===== src/rtl/axis_sink_pkg.sv =====
// -----------------------------------------------------------------------------
// axis_sink_pkg
// Shared constants and the LFSR step function for the throttled AXI-Stream
// sink. The bench model uses lfsr_next as well, so both agree on the sequence.
// -----------------------------------------------------------------------------
package axis_sink_pkg;

   // Galois taps for the 32-bit right-shifting backpressure LFSR
   localparam logic [31:0] LFSR_POLY      = 32'h8020_0003;
   localparam int unsigned DEFAULT_DATA_W = 16;

   // One step of the right-shifting Galois LFSR
   function automatic logic [31:0] lfsr_next(input logic [31:0] lfsr);
      return lfsr[0] ? ((lfsr >> 1) ^ LFSR_POLY) : (lfsr >> 1);
   endfunction

endpackage


===== src/rtl/axis_sink_fifo.sv =====
// -----------------------------------------------------------------------------
// axis_sink_fifo
// Synchronous capture FIFO. DEPTH must be a power of 2 and at least 2, so
// the pointers wrap naturally. The head reads as zero while the FIFO is empty.
// Ports:
//   i_clk, i_rst_n          clock, synchronous active-low reset
//   i_push, i_push_data     write strobe and data (caller guarantees !full)
//   i_pop                   read strobe (caller guarantees !empty)
//   o_head_data             oldest entry, 0 when empty
//   o_full, o_empty         occupancy flags
// -----------------------------------------------------------------------------
module axis_sink_fifo #(
   parameter int unsigned DATA_W = 16,
   parameter int unsigned DEPTH  = 4
) (
   input  logic              i_clk,
   input  logic              i_rst_n,
   input  logic              i_push,
   input  logic [DATA_W-1:0] i_push_data,
   input  logic              i_pop,
   output logic [DATA_W-1:0] o_head_data,
   output logic              o_full,
   output logic              o_empty
);

   localparam int unsigned AW = $clog2(DEPTH);

   logic [DATA_W-1:0] r_mem [DEPTH];
   logic [AW-1:0]     r_wr_ptr;
   logic [AW-1:0]     r_rd_ptr;
   logic [AW:0]       r_count;

   always_ff @(posedge i_clk) begin
      if (!i_rst_n) begin
         r_wr_ptr <= '0;
         r_rd_ptr <= '0;
         r_count  <= '0;
      end else begin
         if (i_push) r_wr_ptr <= r_wr_ptr + AW'(1);
         if (i_pop)  r_rd_ptr <= r_rd_ptr + AW'(1);
         case ({i_push, i_pop})
            2'b10:   r_count <= r_count + (AW+1)'(1);
            2'b01:   r_count <= r_count - (AW+1)'(1);
            default: r_count <= r_count;
         endcase
      end
   end

   // Storage needs no reset: the pointers define what is valid
   always_ff @(posedge i_clk) begin
      if (i_push) r_mem[r_wr_ptr] <= i_push_data;
   end

   assign o_full      = (r_count == (AW+1)'(DEPTH));
   assign o_empty     = (r_count == '0);
   assign o_head_data = o_empty ? '0 : r_mem[r_rd_ptr];

   a_no_overflow:  assert property (@(posedge i_clk) disable iff (!i_rst_n) !(i_push && o_full));
   a_no_underflow: assert property (@(posedge i_clk) disable iff (!i_rst_n) !(i_pop && o_empty));

endmodule


===== src/rtl/axis_throttled_sink.sv =====
// -----------------------------------------------------------------------------
// axis_throttled_sink
// AXI-Stream sink with LFSR-driven backpressure. Accepted beats are buffered
// in a small FIFO and offered on a valid/ready read port; a beat counter and
// an XOR checksum of accepted data support end-to-end checking.
// Ports:
//   i_clk, i_rst_n            clock, synchronous active-low reset
//   i_cfg_throttle            1: LFSR gates tready, 0: gate forced open
//   i_s_tdata/i_s_tvalid      stream input
//   o_s_tready                stream ready (registers only, never uses tvalid)
//   o_m_data/o_m_valid        FIFO head and not-empty
//   i_m_ready                 reader consumes the head
//   o_beat_count              accepted beats, wraps at 2^32
//   o_checksum                XOR of all accepted data
// -----------------------------------------------------------------------------
module axis_throttled_sink
   import axis_sink_pkg::*;
#(
   parameter int unsigned DATA_W     = DEFAULT_DATA_W,
   parameter int unsigned FIFO_DEPTH = 4,
   parameter logic [31:0] LFSR_SEED  = 32'h0000_0001
) (
   input  logic              i_clk,
   input  logic              i_rst_n,
   input  logic              i_cfg_throttle,
   input  logic [DATA_W-1:0] i_s_tdata,
   input  logic              i_s_tvalid,
   output logic              o_s_tready,
   output logic [DATA_W-1:0] o_m_data,
   output logic              o_m_valid,
   input  logic              i_m_ready,
   output logic [31:0]       o_beat_count,
   output logic [DATA_W-1:0] o_checksum
);

   // An all-zero LFSR would lock up, so a zero seed is replaced by 1
   localparam logic [31:0] SEED = (LFSR_SEED == 32'd0) ? 32'd1 : LFSR_SEED;

   logic [31:0]       r_lfsr;
   logic              r_gate;
   logic [31:0]       r_beat_count;
   logic [DATA_W-1:0] r_checksum;

   logic w_full;
   logic w_empty;
   logic w_push;
   logic w_pop;

   assign o_s_tready = r_gate && !w_full;
   assign w_push     = i_s_tvalid && o_s_tready;
   assign w_pop      = !w_empty && i_m_ready;
   assign o_m_valid  = !w_empty;

   assign o_beat_count = r_beat_count;
   assign o_checksum   = r_checksum;

   // LFSR free-runs out of reset regardless of traffic; the gate lags it by one cycle
   always_ff @(posedge i_clk) begin
      if (!i_rst_n) begin
         r_lfsr       <= SEED;
         r_gate       <= 1'b0;
         r_beat_count <= '0;
         r_checksum   <= '0;
      end else begin
         r_lfsr <= lfsr_next(r_lfsr);
         r_gate <= i_cfg_throttle ? r_lfsr[0] : 1'b1;
         if (w_push) begin
            r_beat_count <= r_beat_count + 32'd1;
            r_checksum   <= r_checksum ^ i_s_tdata;
         end
      end
   end

   axis_sink_fifo #(
      .DATA_W (DATA_W),
      .DEPTH  (FIFO_DEPTH)
   ) u_fifo (
      .i_clk       (i_clk),
      .i_rst_n     (i_rst_n),
      .i_push      (w_push),
      .i_push_data (i_s_tdata),
      .i_pop       (w_pop),
      .o_head_data (o_m_data),
      .o_full      (w_full),
      .o_empty     (w_empty)
   );

endmodule


===== config.mk =====
export PLATFORM = sky130hd
export DESIGN_NAME = axis_throttled_sink
export DESIGN_NICKNAME = d
export VERILOG_FILES = /design/src/rtl/axis_sink_pkg.sv /design/src/rtl/axis_sink_fifo.sv /design/src/rtl/axis_throttled_sink.sv
export SDC_FILE = /design/constraint.sdc
export NUM_CORES = 1
export LEC_CHECK = 0
export ABC_CLOCK_PERIOD_IN_PS = 4500
export CORE_ASPECT_RATIO = 0.5
export CORE_MARGIN = 1
export CORE_UTILIZATION = 58
export CTS_CLUSTER_SIZE = 28
export DETAILED_ROUTE_END_ITERATION = 8
export PLACE_DENSITY_LB_ADDON = 0.15
export SLEW_MARGIN = 25
export SYNTH_ARGS = -nofsm -noshare
export SYNTH_HDL_FRONTEND = slang
export SYNTH_HIERARCHICAL = 1
export SYNTH_SLANG_ARGS = --single-unit

===== constraint.sdc =====
create_clock -name i_clk -period 4.5 [get_ports i_clk]
set_input_delay 1.35 -clock i_clk [delete_from_list [all_inputs] [get_ports i_clk]]
set_output_delay 1.35 -clock i_clk [all_outputs]
set_load 0.01 [all_outputs]

## Word level (Yosys, flattened, before mapping)

Memory sizes are Yosys's and may differ from the RTL's. A register that Yosys moved wholly into a read port is not among the register bits.
Index checks and enable logic that the tools add are counted.

| storage, ports and cells | value |
|---|---|
| register bits | 88 |
| bits in writable memories | 64 |
| bits of input ports | 21 |
| output and inout bits | 66 |
| logic and storage cells | 35 |
| memories | 1 |

Memory list:

| memory | depth | bits a word | read ports | clocked after Yosys merged registers in | wr ports | RTL line | text |
|---|---|---|---|---|---|---|---|
| u_fifo.r_mem | 4 | 16 | 1 | 1 | 1 | axis_sink_fifo.sv:28 | `logic [DATA_W-1:0] r_mem [DEPTH];` |

| operators by class | value |
|---|---|
| add/sub/neg operators | 5 |
| equality and inequality tests | 3 |
| mux-type cells | 8 |
| bitwise operators | 2 |
| reductions and logical operators | 8 |

Operator list:

| cell | number |
|---|---|
| $add 32x1->32 const B | 1 |
| $mux 22 | 1 |
| $mux 16 | 1 |
| $xor 16x16->16 | 1 |
| $pmux 3 s2 | 1 |
| $add 2x1->2 const B | 2 |
| $mux 2 | 2 |
| $not 3->4 | 1 |
| $add 3x1->3 const B | 1 |
| $eq 3x3->1 const B | 1 |
| $logic_and 1x1->1 | 3 |
| $logic_not 3->1 | 1 |
| $mux 1 | 3 |
| $sub 3x1->3 const B | 1 |
| $eq 2x1->1 const B | 1 |
| $eq 2x2->1 const B | 1 |
| $logic_not 1->1 | 2 |
| $reduce_and 2->1 | 1 |
| $reduce_bool 2->1 | 1 |

## Longest topological paths before layout

| depth | value |
|---|---|
| depth in word-level cells | 6 |
| gate-level depth with buffers | 12 |

## By module

The synthesis kept the hierarchy.

By module, submodules not included:

| module | times used | cells each | area each (µm²) |
|---|---|---|---|
| axis_throttled_sink | 1 | 321 | 3103.0 |
| axis_sink_fifo | 1 | 147 | 2985.4 |

## Worst setup path after synthesis

OpenSTA, ideal clock, no wires.

| path | value |
|---|---|
| path type | input port to flip-flop |
| from | input port i_s_tvalid |
| to | register u_fifo.r_count[2] |
| setup time | 0.076 ns |
| arrival time | 3.036 ns |
| slack | 1.388 ns |
| cell stages on the path | 10 |
| cells stage by stage | nand3b_4 > inv_1 > buf_1 > inv_1 > ha_1 > inv_1 > fa_1 > xor2_1 > or3_1 > a21boi_0 |

| between the ends | value |
|---|---|
| word-level cells in the longest chain between the ends | 3 |
| elaborated cells between the ends (all ways) | 5 |

Ends and longest elaborated chain:

| element | RTL line | text |
|---|---|---|
| start: declaration | axis_throttled_sink.sv:27 | `input logic i_s_tvalid,` |
| $logic_and 1x1->1 * | axis_throttled_sink.sv:50 | `assign w_push = i_s_tvalid && o_s_tready;` |
| net w_push | axis_throttled_sink.sv:46 | `logic w_push;` |
| $eq 2x1->1 or $eq 2x2->1 (tied branches) | axis_sink_fifo.sv:41 | `case ({i_push, i_pop})` |
| $pmux 3 s2 or $reduce_bool 2->1 (tied branches) | n/a |  |
| end signal: assignment | axis_sink_fifo.sv:42 | `2'b10: r_count <= r_count + (AW+1)'(1);` |
| end signal: assignment | axis_sink_fifo.sv:43 | `2'b01: r_count <= r_count - (AW+1)'(1);` |
| end signal: assignment | axis_sink_fifo.sv:44 | `default: r_count <= r_count;` |
| end: declaration | axis_sink_fifo.sv:31 | `logic [AW:0] r_count;` |

The timed path passes the listed nets; every way through them passes the cells marked *.
A chain may end at the register's enable or synchronous reset.

==> flow_metrics.py <==
metrics = {
    "status": {
        "status": "completed",
    },
    "setup_path": {
        "crit_path_cell_trace": "buf_4 -> mux4_2 -> nor2b_4 -> clkdlybuf4s50_1",
        "end_kind": "output pin",
        "critical_path_arrival_ps": 2620,
        "required_ps": 3150,
        "crit_slowest_cell": "dfxtp_1",
        "cp_max_fo": 12,
        "slowest_delay_ps": 790,
        "crit_type": "flop to output pin",
        "startpoint_type": "flop",
    },
    "clock_tree": {
        "cts-root-buf": "clkbuf_16",
        "cts.sinks": 154,
        "numCtsBuffers": 17,
        "htreeDepth": 4,
        "clk_path_buf_depth": 2,
        "cts.clk_slew.worst_paths_ps": 60,
        "cts_hold_buf": 0,
        "postCtsSetupBuffers": 0,
        "clock_latency_ps": 420,
        "cts_tree": "yes",
        "cts_resized": 0,
    },
    "placed_design": {
        "placed_area_mm2": 0.00702,
        "place_congestion": 0.733,
        "io_buffers": 86,
        "place_hpwl_um": 6900,
    },
    "route": {
        "first_iter_violations": 178,
        "wl_um": 11500,
        "wire_per_inst_um": 16.2,
        "route.detailed.drc": 0,
        "num_vias": 3821,
        "vias_per_cell": 5.39,
        "dr.pass1.iters": 5,
        "antenna_left": 0,
    },
    "die": {
        "fp-row-count": 26,
        "coreArea_mm2": 0.0102,
        "num_io_pins": 87,
        "die_h_um": 74.4,
        "start_util_pct": 59.6,
        "die_w_um": 147,
        "fp.dieArea_mm2": 0.0109,
    },
    "sta": {
        "finalSetupViolations": 0,
        "fin_hold_ws_ps": 432,
        "fin_setup_tns_ps": 0,
        "fin_crit_sh_pct": 88.2,
        "finalMaxSlewViolations": 0,
        "period_minus_slack_ps": 3970,
        "worstMarginPinSlew_ps": 894,
        "grt_setup_unrepaired": "false",
        "slew_headroom_pct": 40.4,
        "hold_viol": 0,
        "fmax_mhz": 252,
        "fin_skew_ps": 11.2,
    },
    "finish": {
        "finalInstanceArea_mm2": 0.00761,
        "n_fill_cell": 674,
        "multi_input_area_mm2": 0.00215,
        "utilization_pct": 74.5,
        "synthToLayoutAreaGrowth_pct": 25.1,
        "diodes": 0,
        "drive_gt1_share_pct": 12.0,
        "seq_area_mm2": 0.00372,
        "fin_nets": 584,
    },
    "global_route": {
        "antenna_found_initial": 0,
        "grt_pass1_vias": 3544,
        "grt_max_degree": 39,
        "grt_use_total_pct": 22.4,
        "grt.overflow.total": 0,
        "grt_pass1_wl_um": 18300,
    },
    "pwr": {
        "power-per-cell-area_mw_per_mm2": 494,
        "leakage_nw": 2.66,
        "ir_worst_vdd_uv": 294,
    },
    "yosys": {
        "syn_nets": 496,
        "ys_types": 49,
        "synth_seq_area_share_pct": 61.2,
        "syn_inst": 468,
        "ys.flop_type": "dfxtp_1",
        "ys_async_sr_fraction_pct": 0,
        "synth_edf_count": 64,
        "ys_ff_latch": 154,
        "ys_warn_count": 6,
        "syn_area_mm2": 0.00609,
        "avgSynthCellArea_um2": 13.0,
    },
    "job": {
        "maxCapViolations": 0,
    },
    "hold_path": {
        "worstHoldPathType": "flop to flop",
    },
}
-- worst paths after layout --
check | startpoint | endpoint | slack (ps) | depth (start not counted)
setup / recovery | flop | o_m_data[11] | 530 | 4
hold / removal | r_lfsr[14] | r_lfsr[13] | 430 | 1
setup reg to reg | u_fifo/r_count[0] | u_fifo/r_count[2] | 1970 | 11
hold reg to reg | r_lfsr[14] | r_lfsr[13] | 430 | 1
-- layout by cell type (no fill, tap or decap), types with 3 or more instances in the layout --
cell	netlist	routed
and4_1	3	3
mux4_1	6	6
clkinv_1	1	3
o31ai_1	17	17
nor2b_4	10	10
buf_4	2	5
clkdlybuf4s50_1	0	86
or3_1	4	4
clkbuf_16	0	17
mux4_2	10	10
clkinvlp_4	0	3
nand4_1	6	6
a21oi_1	23	23
clkinv_4	0	3
bufinv_16	0	3
ha_1	6	6
and2_1	38	38
edfxtp_1	64	64
or4_1	17	17
nand2_1	31	31
xor2_1	24	24
nand3_1	9	9
nor2b_1	8	8
nor2_1	28	28
xnor2_1	9	9
o21ai_0	6	6
inv_1	13	13
dfxtp_1	90	90
-- stage by stage --
step / total power [mW] / std cells / setup slack (ps)
2_1_floorplan: 2.08 / 468 / 1390
3_3_place_gp: 2.34 / 677 / 934
3_5_place_dp: 2.36 / 677 / 877
4_1_cts: 3.80 / 709 / 478
5_1_grt: 3.92 / 709 / 388
6_report: 3.76 / 709 / 531
-- registers in the layout, summed over array words and instances, names as in the netlist, named ones only --
| register | count |
|---|---|
| u_fifo/r_rd_ptr | 2 |
| r_lfsr | 32 |
| o_beat_count | 32 |
| u_fifo/r_count | 3 |
| u_fifo/r_mem | 64 |
| o_checksum | 16 |
| u_fifo/r_wr_ptr | 2 |
| r_gate | 1 |
-- report_power, final --
part	internal, mW	switching [mW]
clock	0.871	0.560
combinational	0.416	0.320
sequential	1.52	0.0705
total	2.81	0.951
-- layer usage --
metal  track usage, %  routed length [µm]  up-vias
met2             37.3                5540       90
li1                 -                   -     1855
met5                0                   0        -
met3             6.50                 498       11
met4             8.25                 107        0
met1             28.5                5310     1865
-- area by class of cell --
type                    count  share of cell area (%)
inverters                  14                   0.690
repair buffers             92                    12.1
clock buffers              17                    5.59
multi-input cells         277                    28.2
flip-flops and latches    154                    48.9
clock inverters            15                    2.28
well taps                 140                    2.30
-- cells in the mapped netlist, drive strengths merged, types with 2 or more instances --
master   n  area (µm²)
dfxtp   90        1800
edfxtp  64        1920
and2    38         238
nand2   31         116
nor2    28         105
xor2    24         210
a21oi   23         115
nor2b   18         188
or4     18         139
o31ai   17         128
mux4    16         383
inv     13        48.8
clkbuf  12        76.3
buf     10        87.6
nand3    9        45.0
xnor2    9        78.8
nand4    7        50.1
ha       6        75.1
o21ai    6        30.0
and4     5        46.3
or3      5        32.5
and3     4        27.5
nor3     3        20.0
or4b     2        23.8
-- cell families after synthesis --
logic type | count (synthesis) | share of synthesized area, %
flops | 154 | 61.2
simple gates | 171 | 17.5
xor+xnor | 33 | 4.75
buf+inv | 37 | 3.70
compound gates | 49 | 4.89
fa+ha+maj | 7 | 1.56
mux | 17 | 6.45
-- worst max-delay path: cells and delay by family (launching register included) --
kind / cells / cell delay, ps
flops: 1 / 790
buf+inv: 2 / 770
simple gates: 1 / 130
mux: 1 / 500
Power figures use the tool's default switching activity.
